**src/rtl/uart_mem_bridge_if.sv**
```systemverilog
// Synchronous single-port BRAM bus between the UART bridge (master) and the memory (slave).
interface uart_mem_bridge_if #(
  parameter int unsigned ADDR_W = 16,
  parameter int unsigned DATA_W = 16
) ();
  logic [ADDR_W-1:0] addr_io;
  logic [DATA_W-1:0] data_out_io;
  logic [DATA_W-1:0] data_in_io;
  logic              we_io;

  modport master (
    output addr_io,
    output data_out_io,
    output we_io,
    input  data_in_io
  );

  modport slave (
    input  addr_io,
    input  data_out_io,
    input  we_io,
    output data_in_io
  );
endinterface

```
**src/rtl/uart_mem_bridge.sv**
```systemverilog
// Moves LEN words between a UART line and a BRAM: receive packs 8N1 bytes into words and
// writes them from BASE upward; send reads words from BASE upward and shifts them out.
module uart_mem_bridge #(
  parameter int unsigned CLK_HZ   = 100000000,
  parameter int unsigned BAUD     = 115200,
  parameter int unsigned ADDR_W   = 16,
  parameter int unsigned DATA_W   = 16,
  parameter int unsigned READ_LAT = 1
) (
  input  logic              clk_100,
  input  logic              rst_n,
  input  logic              rx,
  output logic              tx,
  input  logic              ctrl_io_receive,
  input  logic              ctrl_io_send,
  input  logic [ADDR_W-1:0] base_addr,
  input  logic [ADDR_W-1:0] len,
  uart_mem_bridge_if.master mem,
  output logic              busy,
  output logic              done,
  output logic              frame_err,
  output logic              led_rx,
  output logic              led_tx
);

  localparam int unsigned DIV_RAW = (CLK_HZ + BAUD * 8) / (BAUD * 16);
  localparam int unsigned DIV     = (DIV_RAW == 0) ? 1 : DIV_RAW;
  localparam int unsigned CW      = (DIV > 1) ? $clog2(DIV) : 1;
  localparam int unsigned BYTES   = DATA_W / 8;
  localparam int unsigned BW      = (BYTES > 1) ? $clog2(BYTES) : 1;
  localparam int unsigned LW      = $clog2(READ_LAT + 2);

  typedef enum logic [2:0] {
    StIdle, StRxByte, StRxWrite, StTxRead, StTxShift, StDone
  } state_e;

  state_e            state_q, state_d;
  logic [CW-1:0]     tick_cnt_q;
  logic              tick, tick_clr;
  logic              rx_meta_q, rx_sync_q, rx_prev_q;
  logic              rx_active_q, rx_active_d;
  logic [3:0]        os_cnt_q, os_cnt_d;
  logic [3:0]        bit_cnt_q, bit_cnt_d;
  logic [BW-1:0]     byte_idx_q, byte_idx_d;
  logic [7:0]        shift_q, shift_d;
  logic [DATA_W-1:0] word_q, word_d, merged;
  logic [7:0]        cur_byte;
  logic [ADDR_W-1:0] base_q, base_d, len_q, len_d, idx_q, idx_d;
  logic [LW-1:0]     lat_q, lat_d;
  logic [ADDR_W-1:0] addr_q, addr_d;
  logic [DATA_W-1:0] dout_q, dout_d;
  logic              we_q, we_d;
  logic              tx_q, tx_d;
  logic              frame_err_q, frame_err_d;
  logic              led_rx_q, led_rx_d, led_tx_q, led_tx_d;

  assign tick = (tick_cnt_q == CW'(DIV - 1));

  always_ff @(posedge clk_100 or negedge rst_n) begin
    if (!rst_n) begin
      rx_meta_q <= 1'b1;
      rx_sync_q <= 1'b1;
      rx_prev_q <= 1'b1;
    end else begin
      rx_meta_q <= rx;
      rx_sync_q <= rx_meta_q;
      rx_prev_q <= rx_sync_q;
    end
  end

  // Restarted on an RX start edge and at each TX word so bit timing is exact.
  always_ff @(posedge clk_100 or negedge rst_n) begin
    if (!rst_n) begin
      tick_cnt_q <= '0;
    end else if (tick_clr || tick) begin
      tick_cnt_q <= '0;
    end else begin
      tick_cnt_q <= tick_cnt_q + CW'(1);
    end
  end

  always_comb begin
    merged   = word_q;
    cur_byte = '0;
    for (int b = 0; b < BYTES; b++) begin
      if (byte_idx_q == BW'(b)) begin
        merged[b*8 +: 8] = shift_q;
        cur_byte         = word_q[b*8 +: 8];
      end
    end
  end

  always_comb begin
    state_d     = state_q;
    tick_clr    = 1'b0;
    rx_active_d = rx_active_q;
    os_cnt_d    = os_cnt_q;
    bit_cnt_d   = bit_cnt_q;
    byte_idx_d  = byte_idx_q;
    shift_d     = shift_q;
    word_d      = word_q;
    base_d      = base_q;
    len_d       = len_q;
    idx_d       = idx_q;
    lat_d       = lat_q;
    addr_d      = addr_q;
    dout_d      = dout_q;
    we_d        = 1'b0;
    tx_d        = tx_q;
    frame_err_d = frame_err_q;
    led_rx_d    = led_rx_q;
    led_tx_d    = led_tx_q;

    unique case (state_q)
      StIdle: begin
        if (ctrl_io_receive || ctrl_io_send) begin
          base_d      = base_addr;
          len_d       = len;
          idx_d       = '0;
          byte_idx_d  = '0;
          rx_active_d = 1'b0;
          frame_err_d = 1'b0;
          if (len == '0) begin
            state_d = StDone;
          end else if (ctrl_io_receive) begin
            state_d = StRxByte;
          end else begin
            state_d = StTxRead;
            addr_d  = base_addr;
            lat_d   = '0;
          end
        end
      end

      StRxByte: begin
        if (!rx_active_q) begin
          if (rx_prev_q && !rx_sync_q) begin
            rx_active_d = 1'b1;
            tick_clr    = 1'b1;
            os_cnt_d    = 4'd8;  // first sample lands 8 ticks in: middle of the start bit
            bit_cnt_d   = '0;
          end
        end else if (tick) begin
          os_cnt_d = os_cnt_q + 4'd1;
          if (os_cnt_q == 4'hF) begin
            if (bit_cnt_q == 4'd0) begin
              if (rx_sync_q) rx_active_d = 1'b0;
              else           bit_cnt_d   = 4'd1;
            end else if (bit_cnt_q < 4'd9) begin
              shift_d   = {rx_sync_q, shift_q[7:1]};
              bit_cnt_d = bit_cnt_q + 4'd1;
            end else begin
              rx_active_d = 1'b0;
              if (!rx_sync_q) begin
                frame_err_d = 1'b1;
              end else begin
                led_rx_d = ~led_rx_q;
                word_d   = merged;
                if (byte_idx_q == BW'(BYTES - 1)) begin
                  byte_idx_d = '0;
                  addr_d     = base_q + idx_q;
                  dout_d     = merged;
                  we_d       = 1'b1;
                  state_d    = StRxWrite;
                end else begin
                  byte_idx_d = byte_idx_q + BW'(1);
                end
              end
            end
          end
        end
      end

      StRxWrite: begin
        idx_d   = idx_q + ADDR_W'(1);
        state_d = (idx_q + ADDR_W'(1) == len_q) ? StDone : StRxByte;
      end

      StTxRead: begin
        if (lat_q == LW'(READ_LAT)) begin
          word_d     = mem.data_in_io;
          byte_idx_d = '0;
          bit_cnt_d  = '0;
          os_cnt_d   = '0;
          tick_clr   = 1'b1;
          tx_d       = 1'b0;
          state_d    = StTxShift;
        end else begin
          lat_d = lat_q + LW'(1);
        end
      end

      StTxShift: begin
        if (tick) begin
          os_cnt_d = os_cnt_q + 4'd1;
          if (os_cnt_q == 4'hF) begin
            if (bit_cnt_q < 4'd8) begin
              tx_d      = cur_byte[bit_cnt_q[2:0]];
              bit_cnt_d = bit_cnt_q + 4'd1;
            end else if (bit_cnt_q == 4'd8) begin
              tx_d      = 1'b1;
              bit_cnt_d = 4'd9;
            end else begin
              led_tx_d = ~led_tx_q;
              if (byte_idx_q != BW'(BYTES - 1)) begin
                byte_idx_d = byte_idx_q + BW'(1);
                bit_cnt_d  = '0;
                tx_d       = 1'b0;
              end else begin
                idx_d = idx_q + ADDR_W'(1);
                if (idx_q + ADDR_W'(1) == len_q) begin
                  state_d = StDone;
                end else begin
                  state_d = StTxRead;
                  addr_d  = base_q + idx_q + ADDR_W'(1);
                  lat_d   = '0;
                end
              end
            end
          end
        end
      end

      StDone: begin
        if (!ctrl_io_receive && !ctrl_io_send) state_d = StIdle;
      end

      default: state_d = StIdle;
    endcase
  end

  always_ff @(posedge clk_100 or negedge rst_n) begin
    if (!rst_n) begin
      state_q     <= StIdle;
      rx_active_q <= 1'b0;
      os_cnt_q    <= '0;
      bit_cnt_q   <= '0;
      byte_idx_q  <= '0;
      shift_q     <= '0;
      word_q      <= '0;
      base_q      <= '0;
      len_q       <= '0;
      idx_q       <= '0;
      lat_q       <= '0;
      addr_q      <= '0;
      dout_q      <= '0;
      we_q        <= 1'b0;
      tx_q        <= 1'b1;
      frame_err_q <= 1'b0;
      led_rx_q    <= 1'b0;
      led_tx_q    <= 1'b0;
    end else begin
      state_q     <= state_d;
      rx_active_q <= rx_active_d;
      os_cnt_q    <= os_cnt_d;
      bit_cnt_q   <= bit_cnt_d;
      byte_idx_q  <= byte_idx_d;
      shift_q     <= shift_d;
      word_q      <= word_d;
      base_q      <= base_d;
      len_q       <= len_d;
      idx_q       <= idx_d;
      lat_q       <= lat_d;
      addr_q      <= addr_d;
      dout_q      <= dout_d;
      we_q        <= we_d;
      tx_q        <= tx_d;
      frame_err_q <= frame_err_d;
      led_rx_q    <= led_rx_d;
      led_tx_q    <= led_tx_d;
    end
  end

  assign tx              = tx_q;
  assign mem.addr_io     = addr_q;
  assign mem.data_out_io = dout_q;
  assign mem.we_io       = we_q;
  assign busy            = (state_q != StIdle) && (state_q != StDone);
  assign done            = (state_q == StDone);
  assign frame_err       = frame_err_q;
  assign led_rx          = led_rx_q;
  assign led_tx          = led_tx_q;

endmodule

```
**src/flat_wrapper.sv**
```systemverilog
// flat-port wrapper written by rule: the top's interface ports become plain ports
module uart_mem_bridge_flat 
#(
  parameter int unsigned CLK_HZ   = 100000000,
  parameter int unsigned BAUD     = 115200,
  parameter int unsigned ADDR_W   = 16,
  parameter int unsigned DATA_W   = 16,
  parameter int unsigned READ_LAT = 1
)
  (clk_100, rst_n, rx, tx, ctrl_io_receive, ctrl_io_send, base_addr, len, busy, done, frame_err, led_rx, led_tx, mem_addr_io, mem_data_out_io, mem_we_io, mem_data_in_io);
  uart_mem_bridge_if #(.ADDR_W(ADDR_W), .DATA_W(DATA_W)) mem_i ();
  input  logic clk_100;
  input  logic rst_n;
  input  logic rx;
  output logic tx;
  input  logic ctrl_io_receive;
  input  logic ctrl_io_send;
  input  logic [ADDR_W-1:0] base_addr;
  input  logic [ADDR_W-1:0] len;
  output logic busy;
  output logic done;
  output logic frame_err;
  output logic led_rx;
  output logic led_tx;
  output wire logic [$bits(mem_i.addr_io)-1:0] mem_addr_io;
  output wire logic [$bits(mem_i.data_out_io)-1:0] mem_data_out_io;
  output wire logic [$bits(mem_i.we_io)-1:0] mem_we_io;
  input wire logic [$bits(mem_i.data_in_io)-1:0] mem_data_in_io;
  assign mem_addr_io = mem_i.addr_io;
  assign mem_data_out_io = mem_i.data_out_io;
  assign mem_we_io = mem_i.we_io;
  assign mem_i.data_in_io = mem_data_in_io;
  uart_mem_bridge #(.CLK_HZ(CLK_HZ), .BAUD(BAUD), .ADDR_W(ADDR_W), .DATA_W(DATA_W), .READ_LAT(READ_LAT)) u_core (.clk_100(clk_100), .rst_n(rst_n), .rx(rx), .tx(tx), .ctrl_io_receive(ctrl_io_receive), .ctrl_io_send(ctrl_io_send), .base_addr(base_addr), .len(len), .mem(mem_i), .busy(busy), .done(done), .frame_err(frame_err), .led_rx(led_rx), .led_tx(led_tx));
endmodule
```
**config.mk**
```make
export PLATFORM = sky130hd
export DESIGN_NAME = uart_mem_bridge_flat
export DESIGN_NICKNAME = d
export VERILOG_FILES = /design/src/rtl/uart_mem_bridge_if.sv /design/src/rtl/uart_mem_bridge.sv /design/src/flat_wrapper.sv
export SDC_FILE = /design/constraint.sdc
export NUM_CORES = 1
export LEC_CHECK = 0
export ABC_AREA = 1
export CORE_ASPECT_RATIO = 0.8
export CORE_MARGIN = 4
export CORE_UTILIZATION = 58
export DETAILED_ROUTE_END_ITERATION = 10
export PLACE_DENSITY_LB_ADDON = 0.05
export SYNTH_ARGS = -nofsm -noshare
export SYNTH_HDL_FRONTEND = slang
export SYNTH_SLANG_ARGS = --single-unit
```
**constraint.sdc**
```tcl
create_clock -name clk_100 -period 3.5 [get_ports clk_100]
set_input_delay 0.7 -clock clk_100 [delete_from_list [all_inputs] [get_ports clk_100]]
set_output_delay 0.7 -clock clk_100 [all_outputs]
set_load 0.1 [all_outputs]
```
==> metrics <==
outcome=completed; Post-synth EDFFs=0; number of synthesized register bits=133; sw frac=0.478; port buffer count=91; DRT Wirelength=23500 µm; Syn Area/Cell=6.82 µm²; total power=8.29 mW; Int Pwr=4.33 mW; clk root buf=clkbuf_16; Die Span Y=116 µm; Setup violations, final=0; main flop type after synthesis=dfrtp_1; Leak Pwr=5.04 nW; Core Region=14300 µm²; Rel. slew slack=0.338; Crit Path Max Fanout=5; width of the chip=143 µm; initial DRC count=971; area taken by multi-input logic gates=4420 µm²; layout cells sized above 1=0.0716; Post-Layout Cell Count=1538; GRT Total Usage=0.289; cts repair resizes=0; router iterations before antenna repair=5; initial core utilization=0.594; Tmin final=2.91 ns; Comb pwr share=0.498; first-pass GRT wire length=38100 µm; gr ovfl total=0; routed len/inst=15.2 µm; via count=8452; asr flop ratio synth=1.00; GPL Wtd Cong=0.968; RSZ-0062 raised after global routing=no; largest net degree at the start of global routing=78; synthesis-to-finish area growth=20.0%; placed cell area=9610 µm²; worst r2r src=u_core.idx_q[0]; final setup TNS=0 ns; routed vias/inst=5.50; startpoint type of the worst setup path=flop; Peak Freq=343 MHz; Worst-Margin Slew=0.989 ns; initial antenna violation count=0; Clock Pin Slew Worst Setup and Hold Paths=0.06 ns; clock sink total=133; Detailed Place HPWL=17600 µm; max-cap violations=0; CTS Buf Count=17; Worst Hold Class=primary input to asynchronous set/reset pin; nets@finish=1418; DRC Markers=0; Fillers=1229; Yosys cell types=49; Seq pwr share=0.278; crit path kind=flop to flop; Critical Path RT=3.85 ns; clk_skew=0.0123 ns; H-tree depth=4; Placed Cells=1506; synthesized net count=1326; Syn. warnings=0; postcts setup bufs=0; sequential-to-total area share from yosys stat=0.391; DIE AREA=16700 µm²; Cell Area, Synth=8520 µm²; P_sw=3.97 mW; CP arrival=3.27 ns; vias in the first global route=7687; Fin Hold WS=0.302 ns; Reg area=3330 µm²; cell area after layout=10200 µm²; final hold violations=0; period utilisation layout=0.832; Final ANT Viol Nets=0; CTS Hold Buffers Added=0; CP endpoint kind=flop; Clk pwr share=0.225; Ant. Diodes=0; CTS tree=built; fin. max-slew vios=0; Cell Rows=39; I/O pin total=92; commonest non-fill, non-tap cell in the layout=nand2_1; CTS Buffer Depth=2; most frequent cells in the layout=nand2_1, inv_1, dfrtp_1; Syn Inst Count=1249; clk_lat worst skew=0.42 ns; Cell Pwr Density=811 nW/µm²; Worst Setup SP=u_core.idx_q[0]; VDD IR max=1120 µV
-- sequential cells by signal, indices dropped and copies added, names as in the netlist, 2 cells and up --
| register | flops |
|---|---|
| u_core.tick_cnt_q | 6 |
| u_core.lat_q | 2 |
| u_core.shift_q | 8 |
| u_core.bit_cnt_q | 4 |
| u_core.idx_q | 16 |
| u_core.mem.addr_io | 16 |
| u_core.os_cnt_q | 4 |
| u_core.mem.data_out_io | 16 |
| u_core.word_q | 16 |
| u_core.len_q | 16 |
| u_core.state_q | 3 |
| u_core.base_q | 16 |
-- worst max-delay path, cell delays in order (launching register included) --
cell and delay, ns:
dfrtp_1 0.43, ha_1 0.27, fa_1 0.52, xnor2_1 0.21, nor3_1 0.27, nand3_1 0.15, nor2_1 0.21, nand2_1 0.15
nor2_2 0.23, nand2_1 0.09, nand2_1 0.06, nand3_1 0.06, nand2_1 0.07, nand2_1 0.05, nand2_1 0.07
-- power groups by stage --
stage	combinational (mW)	clock [mW]	sequential (mW)
floorplan	2.46	0	2.91
global placement	4.02	0	2.31
global route	4.59	1.95	2.36
detailed placement	4.07	0	2.31
CTS	4.10	1.88	2.29
finish	4.13	1.86	2.30
-- Yosys cell counts (2+ instances only) --
master	number	area, µm²
a21oi_1	34	170
a31o_2	4	35.0
a31oi_1	15	93.8
and2_1	4	25.0
buf_1	3	11.3
buf_2	5	25.0
clkbuf_1	19	71.3
dfrtp_1	129	3230
dfstp_2	4	105
ha_1	23	288
inv_1	158	593
inv_2	9	33.8
nand2_1	445	1670
nand2_2	4	25.0
nand2_4	2	22.5
nand3_1	96	480
nand3_2	2	20.0
nand3b_1	9	67.6
nand4_1	15	93.8
nor2_1	99	372
nor2_2	8	50.1
nor2_4	4	45.0
nor3_1	7	35.0
nor4_1	4	25.0
o211ai_1	2	15.0
o21ai_0	86	430
o21ai_1	10	50.1
o21bai_1	3	22.5
o221ai_1	5	43.8
o22ai_1	15	93.8
xnor2_1	4	35.0
xor2_1	5	43.8
-- final timing paths --
check                      slack [ns]                     end  cells after the start
setup reg to reg                 0.59  u_core.mem.addr_io[15]                     14
setup / recovery                 0.59  u_core.mem.addr_io[15]                     14
hold reg to reg                  0.36        u_core.rx_sync_q                      0
max in group asynchronous        2.39        u_core.rx_prev_q                      2
min in group clk_100             0.36        u_core.rx_sync_q                      0
hold / removal                   0.30       u_core.base_q[13]                      1
-- per-layer routing --
layer	vias up	routed length (µm)	GRT usage
met3	31	1820	0.0589
met2	338	9680	0.418
met4	0	406	0.0759
met5	-	0	0
li1	4223	-	-
met1	3860	11600	0.443
-- area by class of cell --
type,instances,area share
Clock buffer,18,0.0430
Clock inverter,14,0.0173
Inverter,168,0.0617
Multi-Input combinational cell,918,0.432
Sequential cell,133,0.326
Tap cell,184,0.0225
Timing Repair Buffer,103,0.0973
-- through the flow --
step	worst slack [ns]	util
final	0.587	0.713
after global routing	0.180	0.713
after CTS	0.622	0.713
after detailed placement	0.650	0.670
after global placement	0.727	0.670
after floorplan	0.665	-
-- cell families (layout without fill, tap and decap cells) --
family / Yosys count / after routing / share of synthesized area
buf+inv: 198 / 303 / 0.0906
fa+ha+maj: 24 / 24 / 0.0361
compound gates: 184 / 184 / 0.124
xor+xnor: 9 / 9 / 0.00925
simple gates: 701 / 701 / 0.349
flops: 133 / 133 / 0.391
Power figures use the tool's default switching activity.
